==> src/rtl/zaks32_useq.sv <==
// ZAKS32 microsequencer: micro-PC, next-address logic, opcode dispatch and microsubroutine stack.
// Optional trace port enabled by defining ZAKS32_USEQ_TRACE_EN.
module zaks32_useq #(
  parameter int                 UPC_W       = 12,
  parameter int                 STACK_DEPTH = 4,
  parameter logic [UPC_W-1:0]   FAULT_VEC   = 12'hFF0
) (
  input  logic             clk,
  input  logic             rst,
  input  logic [2:0]       useq_op,
  input  logic [UPC_W-1:0] useq_addr,
  input  logic [2:0]       cond_sel,
  input  logic             cond_pol,
  input  logic [7:0]       cond_flags,
  input  logic             stall,
  input  logic             ir_valid,
  input  logic [7:0]       ir_opcode,
  output logic             ir_ready,
  input  logic [UPC_W-1:0] dispatch_addr,
  output logic [UPC_W-1:0] upc,
  output logic [7:0]       ir_opcode_q,
  output logic             ufault,
  output logic             trace_valid,
  output logic [UPC_W-1:0] trace_upc,
  output logic [7:0]       trace_opcode
);

  typedef enum logic [2:0] {
    OP_CONT  = 3'd0,
    OP_JMP   = 3'd1,
    OP_CJMP  = 3'd2,
    OP_DISP  = 3'd3,
    OP_CALL  = 3'd4,
    OP_RET   = 3'd5,
    OP_FETCH = 3'd6,
    OP_WAIT  = 3'd7
  } useq_op_e;

  typedef enum logic {
    ST_RUN   = 1'b0,
    ST_FAULT = 1'b1
  } state_e;

  localparam int SP_W  = $clog2(STACK_DEPTH + 1);
  localparam int IDX_W = (STACK_DEPTH > 1) ? $clog2(STACK_DEPTH) : 1;

  state_e           state, state_nxt;
  logic [SP_W-1:0]  sp, sp_nxt;
  logic [UPC_W-1:0] upc_nxt, upc_inc;
  logic [7:0]       opq_nxt;
  logic             cond;
  logic             push;
  logic [IDX_W-1:0] push_idx, pop_idx;

  // NOTE: the stack array has no reset; only sp is reset, which makes every entry invalid.
  logic [UPC_W-1:0] stack [2**IDX_W];

  assign cond     = cond_flags[cond_sel] ^ cond_pol;
  assign upc_inc  = upc + 1'b1;
  assign push_idx = sp[IDX_W-1:0];
  assign pop_idx  = IDX_W'(sp - 1'b1);
  assign ufault   = (state == ST_FAULT);
  assign ir_ready = (state == ST_RUN) && (useq_op == OP_DISP) && !stall && rst;

  // NOTE: every signal driven here gets a default first, so no path can infer a latch.
  always_comb begin
    state_nxt = state;
    sp_nxt    = sp;
    upc_nxt   = upc;
    opq_nxt   = ir_opcode_q;
    push      = 1'b0;
    if (state == ST_FAULT) begin
      upc_nxt = FAULT_VEC;
    end else if (!stall) begin
      unique case (useq_op_e'(useq_op))
        OP_CONT:  upc_nxt = upc_inc;
        OP_JMP:   upc_nxt = useq_addr;
        OP_CJMP:  upc_nxt = cond ? useq_addr : upc_inc;
        OP_DISP: begin
          if (ir_valid) begin
            upc_nxt = dispatch_addr;
            opq_nxt = ir_opcode;
          end
        end
        OP_CALL: begin
          if (sp == SP_W'(STACK_DEPTH)) begin
            state_nxt = ST_FAULT;
            upc_nxt   = FAULT_VEC;
          end else begin
            push    = 1'b1;
            sp_nxt  = sp + 1'b1;
            upc_nxt = useq_addr;
          end
        end
        OP_RET: begin
          if (sp == '0) begin
            state_nxt = ST_FAULT;
            upc_nxt   = FAULT_VEC;
          end else begin
            sp_nxt  = sp - 1'b1;
            upc_nxt = stack[pop_idx];
          end
        end
        OP_FETCH: upc_nxt = '0;
        OP_WAIT:  upc_nxt = cond ? upc_inc : upc;
        default:  upc_nxt = upc;
      endcase
    end
  end

  // NOTE: sequential state uses non-blocking assignments so all registers update from pre-edge values.
  always_ff @(posedge clk) begin
    if (!rst) begin
      state       <= ST_RUN;
      sp          <= '0;
      upc         <= '0;
      ir_opcode_q <= 8'h00;
    end else begin
      state       <= state_nxt;
      sp          <= sp_nxt;
      upc         <= upc_nxt;
      ir_opcode_q <= opq_nxt;
    end
  end

  always_ff @(posedge clk) begin
    if (push) stack[push_idx] <= upc_inc;
  end

`ifdef ZAKS32_USEQ_TRACE_EN
  always_ff @(posedge clk) begin
    if (!rst) begin
      trace_valid  <= 1'b0;
      trace_upc    <= '0;
      trace_opcode <= 8'h00;
    end else if ((state == ST_RUN) && !stall) begin
      trace_valid  <= 1'b1;
      trace_upc    <= upc;
      trace_opcode <= ir_opcode_q;
    end else begin
      trace_valid  <= 1'b0;
    end
  end
`else
  assign trace_valid  = 1'b0;
  assign trace_upc    = '0;
  assign trace_opcode = 8'h00;
`endif

endmodule

==> config.mk <==
export PLATFORM = sky130hd
export DESIGN_NAME = zaks32_useq
export DESIGN_NICKNAME = d
export VERILOG_FILES = /design/src/rtl/zaks32_useq.sv
export SDC_FILE = /design/constraint.sdc
export NUM_CORES = 1
export LEC_CHECK = 0
export ABC_AREA = 1
export BUFFER_PORTS_ARGS = -buffer_cell sky130_fd_sc_hd__buf_2
export CAP_MARGIN = 20
export CORE_UTILIZATION = 45
export CTS_CLUSTER_SIZE = 30
export DETAILED_ROUTE_END_ITERATION = 8
export PLACE_DENSITY = 0.68
export SLEW_MARGIN = 40
export SYNTH_ARGS = -nofsm -noshare
export SYNTH_HDL_FRONTEND = slang
export SYNTH_SLANG_ARGS = --single-unit
==> constraint.sdc <==
create_clock -name clk -period 4.52 [get_ports clk]
set_input_delay 0.904 -clock clk [delete_from_list [all_inputs] [get_ports clk]]
set_output_delay 0.904 -clock clk [all_outputs]
set_load 0.02 [all_outputs]
=== Yosys cells after proc, flatten, opt, wreduce, memory -nomap -nowiden ===
Memory sizes are Yosys's and may differ from the RTL's.
Cells that the tools add are included.

* Bitwise operators: 4
* Equality and inequality tests: 15
* Reduce and logical (&&, ||, !) cells: 12
* Multiplexer cells: 24
* $add $sub $neg: 3
* $lt $le $gt $ge: 1

{| class="wikitable"
|+ Operator list
! operator !! count
|-
| $pmux W12 S8 || 1
|-
| $mux W12 || 7
|-
| $eq A3 B3 Y1 const B || 5
|-
| $add A12 B1 Y12 const B || 1
|-
| $mux W1 || 11
|-
| $ne A2 B2 Y1 const B || 4
|-
| $eq A3 B2 Y1 const B || 2
|-
| $logic_not A3 Y1 || 2
|-
| $mux W3 || 2
|-
| $ne A3 B3 Y1 const B || 2
|-
| $pmux W3 S2 || 1
|-
| $reduce_and A3 Y1 || 2
|-
| $reduce_and A5 Y1 || 1
|-
| $lt A3 B4 Y1 const B || 1
|-
| $reduce_and A4 Y1 || 1
|-
| $add A3 B1 Y3 const B || 1
|-
| $bmux W1 S3 || 1
|-
| $eq A3 B1 Y1 const B || 1
|-
| $logic_and A1 B1 Y1 || 3
|-
| $not A1 Y1 || 3
|-
| $sub A3 B1 Y3 const B || 1
|-
| $ne A2 B1 Y1 const B || 1
|-
| $pmux W1 S2 || 1
|-
| $reduce_bool A2 Y1 || 1
|-
| other kinds (3) || 3
|}

* Memories: 1
* Output and inout port bits: 43
* Input bits: 51
* RAM bits: 48
* Flip-flop bits (word level): 24
* Logic and storage cells: 65

{| class="wikitable"
|+ Memories
! memory !! depth !! bits a word !! rd ports !! clocked after memory_dff !! wr ports !! line !! RTL
|-
| stack || 4 || 12 || 1 || 0 || 1 || 56 || <nowiki>logic [UPC_W-1:0] stack [2**IDX_W];</nowiki>
|}

=== Logic depth before layout (Yosys ltp) ===
Gate-level depths: netlist of run 1.

* Depth after elaboration: 7
* Depth in mapped cells: 14
* Mapped depth without buffers: 13

=== Worst setup path after synthesis of run 1 ===
Ideal clock, no wire load.

* Kind: input to output
* From: input useq_op[2]
* To: output ir_ready
* Path slack: 1,915 ps
* Buffers on the path: 0
* Stages on the path: 3
* Arrival time: 1,701 ps
* Data required time: 3,616 ps
* Cell sequence: inv_1 -> nand3_1 -> nor4_1

* Longest elaborated chain between the ends: 4

{| class="wikitable"
|+ RTL lines
! element !! line !! RTL
|-
| from (decl) || 10 || <nowiki>input logic [2:0] useq_op,</nowiki>
|-
| $eq A3 B2 Y1 || 63 || <nowiki>assign ir_ready = (state == ST_RUN) && (useq_op == OP_DISP) && !stall && rst;</nowiki>
|-
| $logic_and A1 B1 Y1 (3 in a row) || 63 ||
|-
| to (decl) || 18 || <nowiki>output logic ir_ready,</nowiki>
|}

Every way passes these cells.

=== Worst setup path after layout of run 1 ===
* From: input rst
* To: output ir_ready

* Longest elaborated chain between the ends: 1

{| class="wikitable"
|+ RTL lines
! element !! line !! RTL
|-
| from (decl) || 9 || <nowiki>input logic rst,</nowiki>
|-
| $logic_and A1 B1 Y1 || 63 ||
|}

Every way passes these cells.

==> results.toml, run 1 <==
[status]
status = "finished with violations"
violations = "DRC"

[power_and_ir_drop]
pwr-share-clk = 0.328
p_leak_nw = 2.129
vdd_drop_max_mv = 0.1848
p_sw_frac = 0.2992
power_switching_w = 0.0004543
seq_power_share = 0.488
combPwrFrac = 0.184
p_int_w = 0.001064
power.density_nw_per_um2 = 325.1

[detailed_routing]
post-route-drc-count = 4
avgRoutedWirePerCell_um = 14.44
dr.pass1.iters = 9
ant_nets = 0
vias = 3633
routed_wl_um = 10160
vias_per_cell = 5.161
drt-initial-drc-count = 180

[worst_setup_path]
cp_max_fo = 12
startpoint_type = "primary input"
r2r-start = "sp[0]"
reg2reg_depth = 12
crit_top_cell = "buf_2"
slowest_delay_ps = 280
timing.critical_path.from = "rst"
rr_endpoint = "upc[8]"
worstSetupEndpointType = "output port"
arrival_ps = 1780
reg2reg_setup_slack_ps = 1860
critPathSlowestCell = "nor4_1"
crit_required_ps = 3620
crit_chain = "buf_2, inv_1, nor4_1, buf_2"
crit_type = "primary input to output port"

[clock_network]
ctsHoldBuffers = 0
cts_tree = "done"
clk_pin_slew_ps = 70
clockBufferDepth = 2
htreeDepth = 3
cts-buffers-inserted = 9
clk_latency_ps = 350
cts_resized = 0
cts-root-buf = "clkbuf_8"
cts_sinks = 72
post_cts_buffers = 0

[final_layout]
area_growth_pct = 12.72
final_cell_mix = "nand2_1 (99), buf_2 (72), inv_1 (65), nor2_1 (54), edfxtp_1 (48)"
nNetsFinal = 648
nFillCells = 823
final_common_cell = "nand2_1"
num_antenna_cells = 0
layout-drive-gt1-share = 0.1879

[sta]
slew-limit-headroom = 0.5405
min_period_over_period = 0.5935
tns_ps = 0
fmax_mhz = 372.8
drv_slew = 0
tightestPinTransition_ps = 688.5
finalSetupViolations = 0
hold_viol = 0
skew_ps = 7.846
hold_ws_ps = 443.2
grt_setup_unrepaired = "false"
fin_crit_ps = 2682

[grt]
gr-total-overflow = 0
grt_first_pass_wirelength_um = 16570
track_usage = 0.2205
grt_start_max_net_pins = 29
grt_pass1_vias = 3299
antenna_found_initial = 0

[synthesis]
synthMuxAreaShare = 0
netlist_instances = 526
synthTopCellsByArea = "edfxtp_1 (35%), dfxtp_1 (12%), nand2_1 (9.0%), inv_1 (5.9%), nand3_1 (5.7%)"
synthesis.area_um2 = 4143
ys_ff_latch = 72
yosysWarnings = 0
yosysSeqAreaShare = 0.4639
synth_top_area_share = 0.3479
synth_top_cell_by_area = "edfxtp_1"
synth-simple-area-share = 0.2483
synth_xor_area_frac = 0.01057
synth_adder_area_share = 0.01812
yosysUniqueCellTypes = 33
synth_top_family_by_area = "simple AND/OR/NAND/NOR gates"
avgSynthCellArea_um2 = 7.876
synth-compound-area-share = 0.1329

[floorplanning]
die_y_um = 97.95
start_util = 0.4704
io_pins = 94
core_um2 = 8806
fp-row-count = 34
dieArea_um2 = 9594
die_x_um = 97.95

[flow_run]
max-cap-violations = 0

[place]
dp_hpwl_um = 7645
gp_congestion = 0.9640
port_buffers = 72

[hold_path]
hold_class = "flop to flop"
holdPathEnd = "ir_opcode_q[3]"
min_path_cells = 2
worst_hold_startpoint = "ir_opcode_q[3]"
cell usage after synthesis:
cell type / instances
nand2_1: 99
inv_1: 65
nor2_1: 58
edfxtp_1: 48
nand3_1: 47
a21oi_1: 44
o21ai_0: 33
dfxtp_1: 24
buf_4: 22
buf_2: 10
nor2_2: 9
clkbuf_1: 7
ha_1: 6
o22ai_1: 6
a31oi_1: 5
nand4_1: 5
xor2_1: 5
a22oi_1: 4
nand2_2: 4
nor3_1: 4
o221ai_1: 4
a21o_1: 2
buf_6: 2
clkinv_1: 2
nand2_4: 2
nor4_1: 2
conb_1: 1
inv_2: 1
nand3_2: 1
nand3b_4: 1
o21bai_1: 1
o32ai_1: 1
or2_2: 1
state kept, by name, indices dropped and copies added (netlist names):
register     flops
upc             12
ir_opcode_q      8
sp               3
stack           48
ufault           1
how the worst max path moves through the flow:
| stage | end | slack [ps] | cells past startpoint |
|---|---|---|---|
| 6_report | ir_ready | 1840 | 4 |
| 5_1_grt | upc[1] | 1610 | 11 |
| 4_1_cts | ir_ready | 1820 | 4 |
| 3_5_place_dp | ir_ready | 1820 | 4 |
| 3_3_place_gp | stack[1][6] | 1760 | 6 |
| 2_1_floorplan | ir_ready | 1910 | 3 |
layer usage:
layer,up-vias,wire length [um],track usage
met5,-,0,0
met4,0,236,0.09557
met3,16,648,0.04080
met2,131,4484,0.3348
met1,1650,4794,0.3080
li1,1836,-,-
cell families after synthesis:
family / count (synthesis)
AND/OR/NAND/NOR: 233
buffers and inverters: 109
AO/OA/AOI/OAI: 100
flip-flops: 72
adder cells (fa/ha/maj): 6
XOR/XNOR: 5
other: 1
worst max-delay path, delay by kind of cell:
family | cells | cell delay (ps)
AND/OR/NAND/NOR | 1 | 280
buffers and inverters | 3 | 590
layout make-up:
cell class	instances	area [um2]	area share
repair buffers	75	382.9	0.08199
clock buffers	10	127.6	0.02733
multi-input cells	365	1787	0.3826
flip-flops and latches	72	1922	0.4116
inverters	68	255.2	0.05466
clock inverters	6	60.06	0.01286
well taps	108	135.1	0.02894
per-stage QoR:
step / instances / cell area, um2 / power [W] / util / setup slack (ps)
2_1_floorplan: 546 / 4218 / 0.0009614 / - / 1915
3_3_place_gp: 688 / 4472 / 0.001026 / 0.5078 / 1764
3_5_place_dp: 688 / 4482 / 0.001031 / 0.5090 / 1822
4_1_cts: 704 / 4669 / 0.001515 / 0.5303 / 1819
5_1_grt: 704 / 4669 / 0.001576 / 0.5303 / 1610
6_report: 704 / 4669 / 0.001518 / 0.5303 / 1838
power groups by stage:
stage	registers, W	clock network [W]	logic, W
2_1_floorplan	0.000765	0	0.000196
3_3_place_gp	0.000755	0	0.000271
3_5_place_dp	0.000755	0	0.000276
4_1_cts	0.000740	0.000497	0.000277
5_1_grt	0.000743	0.000520	0.000312
6_report	0.000741	0.000499	0.000279
Note: power is estimated with default switching activity, not from simulation.
==> inputs of run 2 (changes only) <==
--- a/config.mk
+++ b/config.mk
@@ -11,7 +11,7 @@
 export CORE_UTILIZATION = 45
 export CTS_CLUSTER_SIZE = 30
 export DETAILED_ROUTE_END_ITERATION = 8
-export PLACE_DENSITY = 0.68
+export PLACE_DENSITY = 0.71
 export SLEW_MARGIN = 40
 export SYNTH_ARGS = -nofsm -noshare
 export SYNTH_HDL_FRONTEND = slang
==> constraint.sdc (replaced) <==
create_clock -name clk -period 2.3 [get_ports clk]
set_input_delay 0.46 -clock clk [delete_from_list [all_inputs] [get_ports clk]]
set_output_delay 0.46 -clock clk [all_outputs]
set_load 0.02 [all_outputs]
==> run 2 against run 1 <==
- the run still ends with DRC left
- setup slack lost 1500 ps
- sequential cell count unchanged
- count of clock-buffer cells in the layout fell by 1
- register-to-register slack lost 1500 ps
- critical path depth grew 5
- first-iteration DRC count grew 14%
- critical path type is now flop to flop
- largest cell class unchanged
==> results.toml, run 2 (synthesized netlist as in run 1, its figures left out) <==
[status]
status = "finished with violations"
violations = "DRC"

[power_and_ir_drop]
power.density_nw_per_um2 = 631.8
vdd_drop_max_mv = 0.6148
p_leak_nw = 2.173

[clock_network]
cts-buffers-inserted = 9
clk_latency_ps = 360
cts_resized = 0
htreeDepth = 3
cts-root-buf = "clkbuf_8"
clockBufferDepth = 2
cts_sinks = 72
ctsHoldBuffers = 0
clk_pin_slew_ps = 90
post_cts_buffers = 0
cts_tree = "done"

[sta]
grt_setup_unrepaired = "false"
min_period_over_period = 0.8497
finalSetupViolations = 0
hold_viol = 0
fmax_mhz = 511.7
slew-limit-headroom = 0.6380
drv_slew = 0
tightestPinTransition_ps = 541.2
skew_ps = 5.757
fin_crit_ps = 1954

[worst_setup_path]
cp_max_fo = 9
startpoint_type = "flop"
worstSetupEndpointType = "flop"
crit_required_ps = 2550
reg2reg_depth = 9
crit_type = "flop to flop"
arrival_ps = 2210

[final_layout]
utilization = 0.5368
largestRegisters = "stack: 48 flops, upc: 12 flops, ir_opcode_q: 8 flops"
largest_register_ffs = 48
final_common_cell = "nand2_1"
nFillCells = 838
num_antenna_cells = 0
finalInstanceArea_um2 = 4727
final_cell_mix = "nand2_1 (99), buf_2 (72), inv_1 (65), nor2_1 (58), edfxtp_1 (48)"
regMostFlops = "stack"
nNetsFinal = 657
area_growth_pct = 14.10
instances_no_fill = 713
layout-drive-gt1-share = 0.1967

[detailed_routing]
drt-initial-drc-count = 206
routed_wl_um = 10330
dr.pass1.iters = 7
vias_per_cell = 5.125
avgRoutedWirePerCell_um = 14.49
vias = 3654
ant_nets = 0
post-route-drc-count = 4

[floorplanning]
fp-row-count = 34
start_util = 0.4704
core_um2 = 8806
dieArea_um2 = 9594
io_pins = 94
die_y_um = 97.95
die_x_um = 97.95

[grt]
track_usage = 0.2233
grt_start_max_net_pins = 28
antenna_found_initial = 0
gr-total-overflow = 0
grt_pass1_vias = 3416
grt_first_pass_wirelength_um = 16870

[place]
postPlaceCellArea_um2 = 4539
gp_congestion = 0.9281
dp_hpwl_um = 7618
port_buffers = 72
dp.cells = 697

[hold_path]
min_path_cells = 3
hold_class = "primary input to flop"

[flow_run]
max-cap-violations = 0
run 2: power by group:
part | leakage, nW | internal (W) | switching, W
Sequential | 0.625 | 0.00142 | 0.0000364
Combinational | 1.46 | 0.000184 | 0.000377
Clock | 0.0903 | 0.000415 | 0.000554
Total | 2.17 | 0.00202 | 0.000967
run 2: layout make-up:
class | instances | area [um2] | area share
Inverter | 68 | 255.2 | 0.05400
Sequential cell | 72 | 1922 | 0.4066
Tap cell | 108 | 135.1 | 0.02859
Clock inverter | 7 | 63.81 | 0.01350
Clock buffer | 9 | 123.9 | 0.02620
Timing Repair Buffer | 84 | 450.4 | 0.09529
Multi-Input combinational cell | 365 | 1777 | 0.3759
run 2: path summary, 6_finish.rpt:
kind	from	endpoint	slack [ps]
hold / removal	ir_opcode[5]	ir_opcode_q[5]	380
setup reg to reg	upc[0]	upc[7]	350
hold reg to reg	ir_opcode_q[6]	ir_opcode_q[6]	440
setup / recovery	upc[0]	upc[7]	350
run 2: stage by stage:
| stage | setup WS [ps] | setup TNS, ps | total power, W | hold slack [ps] |
|---|---|---|---|---|
| 4_1_cts | 305.4 | 0 | 0.002983 | 376.5 |
| 5_1_grt | 175.6 | 0 | 0.003109 | 408.4 |
| 2_1_floorplan | -3.417 | -163.1 | 0.001889 | 488.3 |
| 3_5_place_dp | 210.6 | 0 | 0.002037 | 432.0 |
| 3_3_place_gp | 326.7 | 0 | 0.002023 | 428.5 |
| 6_report | 345.6 | 0 | 0.002986 | 376.0 |
run 2: worst max-delay path, cell delays in order, from the launching register on:
cell	delay, ps
dfxtp_1	490
inv_1	200
nor2_2	240
nand2_1	100
xor2_1	230
clkinv_1	220
nor2_1	180
nor2_2	60
nand2_1	80
a21oi_1	50
run 2: layer usage:
layer	track usage	share of wire	wire length (um)	up-vias
met2	0.3597	0.47	4811	119
li1	-	-	-	1852
met4	0.1002	0.026	265	0
met3	0.03293	0.053	550	22
met5	0	0	0	-
met1	0.2985	0.46	4702	1661
==> inputs of run 3 (changes only) <==
--- a/config.mk
+++ b/config.mk
@@ -11,7 +11,7 @@
 export CORE_UTILIZATION = 45
 export CTS_CLUSTER_SIZE = 30
 export DETAILED_ROUTE_END_ITERATION = 8
-export PLACE_DENSITY = 0.71
+export PLACE_DENSITY = 0.68
 export SLEW_MARGIN = 40
 export SYNTH_ARGS = -nofsm -noshare
 export SYNTH_HDL_FRONTEND = slang
==> constraint.sdc (replaced) <==
create_clock -name clk -period 1.8 [get_ports clk]
set_input_delay 0.36 -clock clk [delete_from_list [all_inputs] [get_ports clk]]
set_output_delay 0.36 -clock clk [all_outputs]
set_load 0.02 [all_outputs]
==> run 3 against run 2 <==
- the run still ends with DRC left
- first-iteration DRC count up 15%
- clock skew up 4.0 ps
- final area up 8.1%
- die area unchanged
- setup slack worse by 290 ps
- sequential share of layout area down 3.0 points
- critical endpoint is now upc[5]
- clock power up 29%
- fmax up 12%
- critical path depth up 1
==> results.toml, run 3 (synthesized netlist as in run 1, its figures left out) <==
[status]
status = "finished with violations"
violations = "DRC"

[worst_setup_path]
startpoint_type = "flop"
crit_type = "flop to flop"
cp_max_fo = 6
arrival_ps = 1990
reg2reg_setup_slack_ps = 50
worstSetupEndpointType = "flop"
crit_required_ps = 2040

[sta]
fin_ws_ps = 52.53
grt_setup_unrepaired = "true"
drv_slew = 0
hold_viol = 0
hold_ws_ps = 291.0
min_period_over_period = 0.9708
tns_ps = 0
fmax_mhz = 572.3
fin_crit_ps = 1747
finalSetupViolations = 0
skew_ps = 9.783

[power_and_ir_drop]
p_leak_nw = 2.328
vdd_drop_max_mv = 0.4426
power.density_nw_per_um2 = 776.4

[grt]
grt_first_pass_wirelength_um = 17860
grt_start_max_net_pins = 28
gr-total-overflow = 0
antenna_found_initial = 0
track_usage = 0.2381
grt_pass1_vias = 3626

[floorplanning]
die_x_um = 97.95
fp-row-count = 34
io_pins = 94
core_um2 = 8806
die_y_um = 97.95
start_util = 0.4704
dieArea_um2 = 9594

[clock_network]
cts_sinks = 72
clockBufferDepth = 2
clk_pin_slew_ps = 80
htreeDepth = 3
cts-buffers-inserted = 9
cts-root-buf = "clkbuf_8"
cts_tree = "done"
clk_latency_ps = 350

[detailed_routing]
highest_layer = "met4"
vias = 3821
met3_length_um = 585
wl_met2_um = 5246
met1_length_um = 5126
drt-initial-drc-count = 236
post-route-drc-count = 5
vias_per_cell = 5.171
routed_wl_um = 11150
ant_nets = 0
avgRoutedWirePerCell_um = 15.08
dr.pass1.iters = 7

[hold_path]
hold_class = "primary input to flop"

[place]
dp.cells = 717
gp_congestion = 0.9680
dp_hpwl_um = 8095
port_buffers = 72
dp_slack_ps = -140.7
postPlaceCellArea_um2 = 4783

[final_layout]
regMostFlops = "stack"
finalInstanceArea_um2 = 5110
num_antenna_cells = 0
largestRegisters = "stack: 48 flops, upc: 12 flops, ir_opcode_q: 8 flops"
nNetsFinal = 683
instances_no_fill = 739
area_growth_pct = 23.35
final_cell_mix = "nand2_1 (97), buf_2 (72), inv_1 (64), nor2_1 (54), edfxtp_1 (48)"
final_common_cell = "nand2_1"
largest_register_ffs = 48
layout-drive-gt1-share = 0.2583

[flow_run]
max-cap-violations = 0
run 3: cell count changes in the layout (fill, tap and decap cells not counted), moves of 3 or more:
| cell | delta |
|---|---|
| a21oi_1 | -3 |
| o21ai_0 | -6 |
| nor2_1 | -4 |
| a21oi_2 | +3 |
| buf_4 | +19 |
| o21ai_2 | +3 |
| nor2_4 | +5 |
| buf_12 | +5 |
| o21ai_1 | +3 |
run 3: where the power goes:
group | switching [W] | internal [W] | total (W)
Sequential | 0.0000351 | 0.00181 | 0.00185
Clock | 0.000617 | 0.000634 | 0.00125
Combinational | 0.000543 | 0.000323 | 0.000866
Total | 0.00120 | 0.00277 | 0.00397
run 3: through the flow:
stage	util	power, W
2_1_floorplan	-	0.002427
3_3_place_gp	0.5432	0.002655
3_5_place_dp	0.5432	0.002671
4_1_cts	0.5658	0.003905
5_1_grt	0.5803	0.004140
6_report	0.5803	0.003967
run 3: layout make-up:
type	instances	area (um2)
multi-input cells	365	1883
inverters	68	264.0
repair buffers	109	708.2
flip-flops and latches	72	1924
clock buffers	10	127.6
well taps	108	135.1
fillers	777	3696
clock inverters	6	60.06
repair inverters	1	7.507
run 3: final timing paths:
path | startpoint | to | depth (start not counted)
setup / recovery | sp[0] | upc[5] | 10
hold reg to reg | ir_opcode_q[7] | ir_opcode_q[7] | 2
hold / removal | ir_opcode[0] | ir_opcode_q[0] | 3
setup reg to reg | sp[0] | upc[5] | 10
run 3: timing repair:
| item | CTS | global route |
|---|---|---|
| cloned | 0 | 1 |
| buffers inserted | 0 | 5 |
| pin swaps | 0 | 11 |
| resized for setup | 2 | 22 |
| hold endpoints to repair | 0 | 0 |
| hold buffers | 0 | 0 |
| setup endpoints to repair | 2 | 17 |
run 3: worst max-delay path, cell delays in order (launching register included):
cell and delay [ps]:
dfxtp_2 360, clkinv_4 60, ha_4 310, buf_12 110, clkinvlp_4 130, o21ai_0 120, o221ai_1 150, a21oi_1 180
nand2_1 80, nand2_1 80, a21oi_1 60
run 3: layer usage:
layer | vias up | GRT usage
met4 | 0 | 0.07576
met3 | 21 | 0.04653
met2 | 140 | 0.3884
met5 | - | 0
met1 | 1758 | 0.3188
li1 | 1902 | -
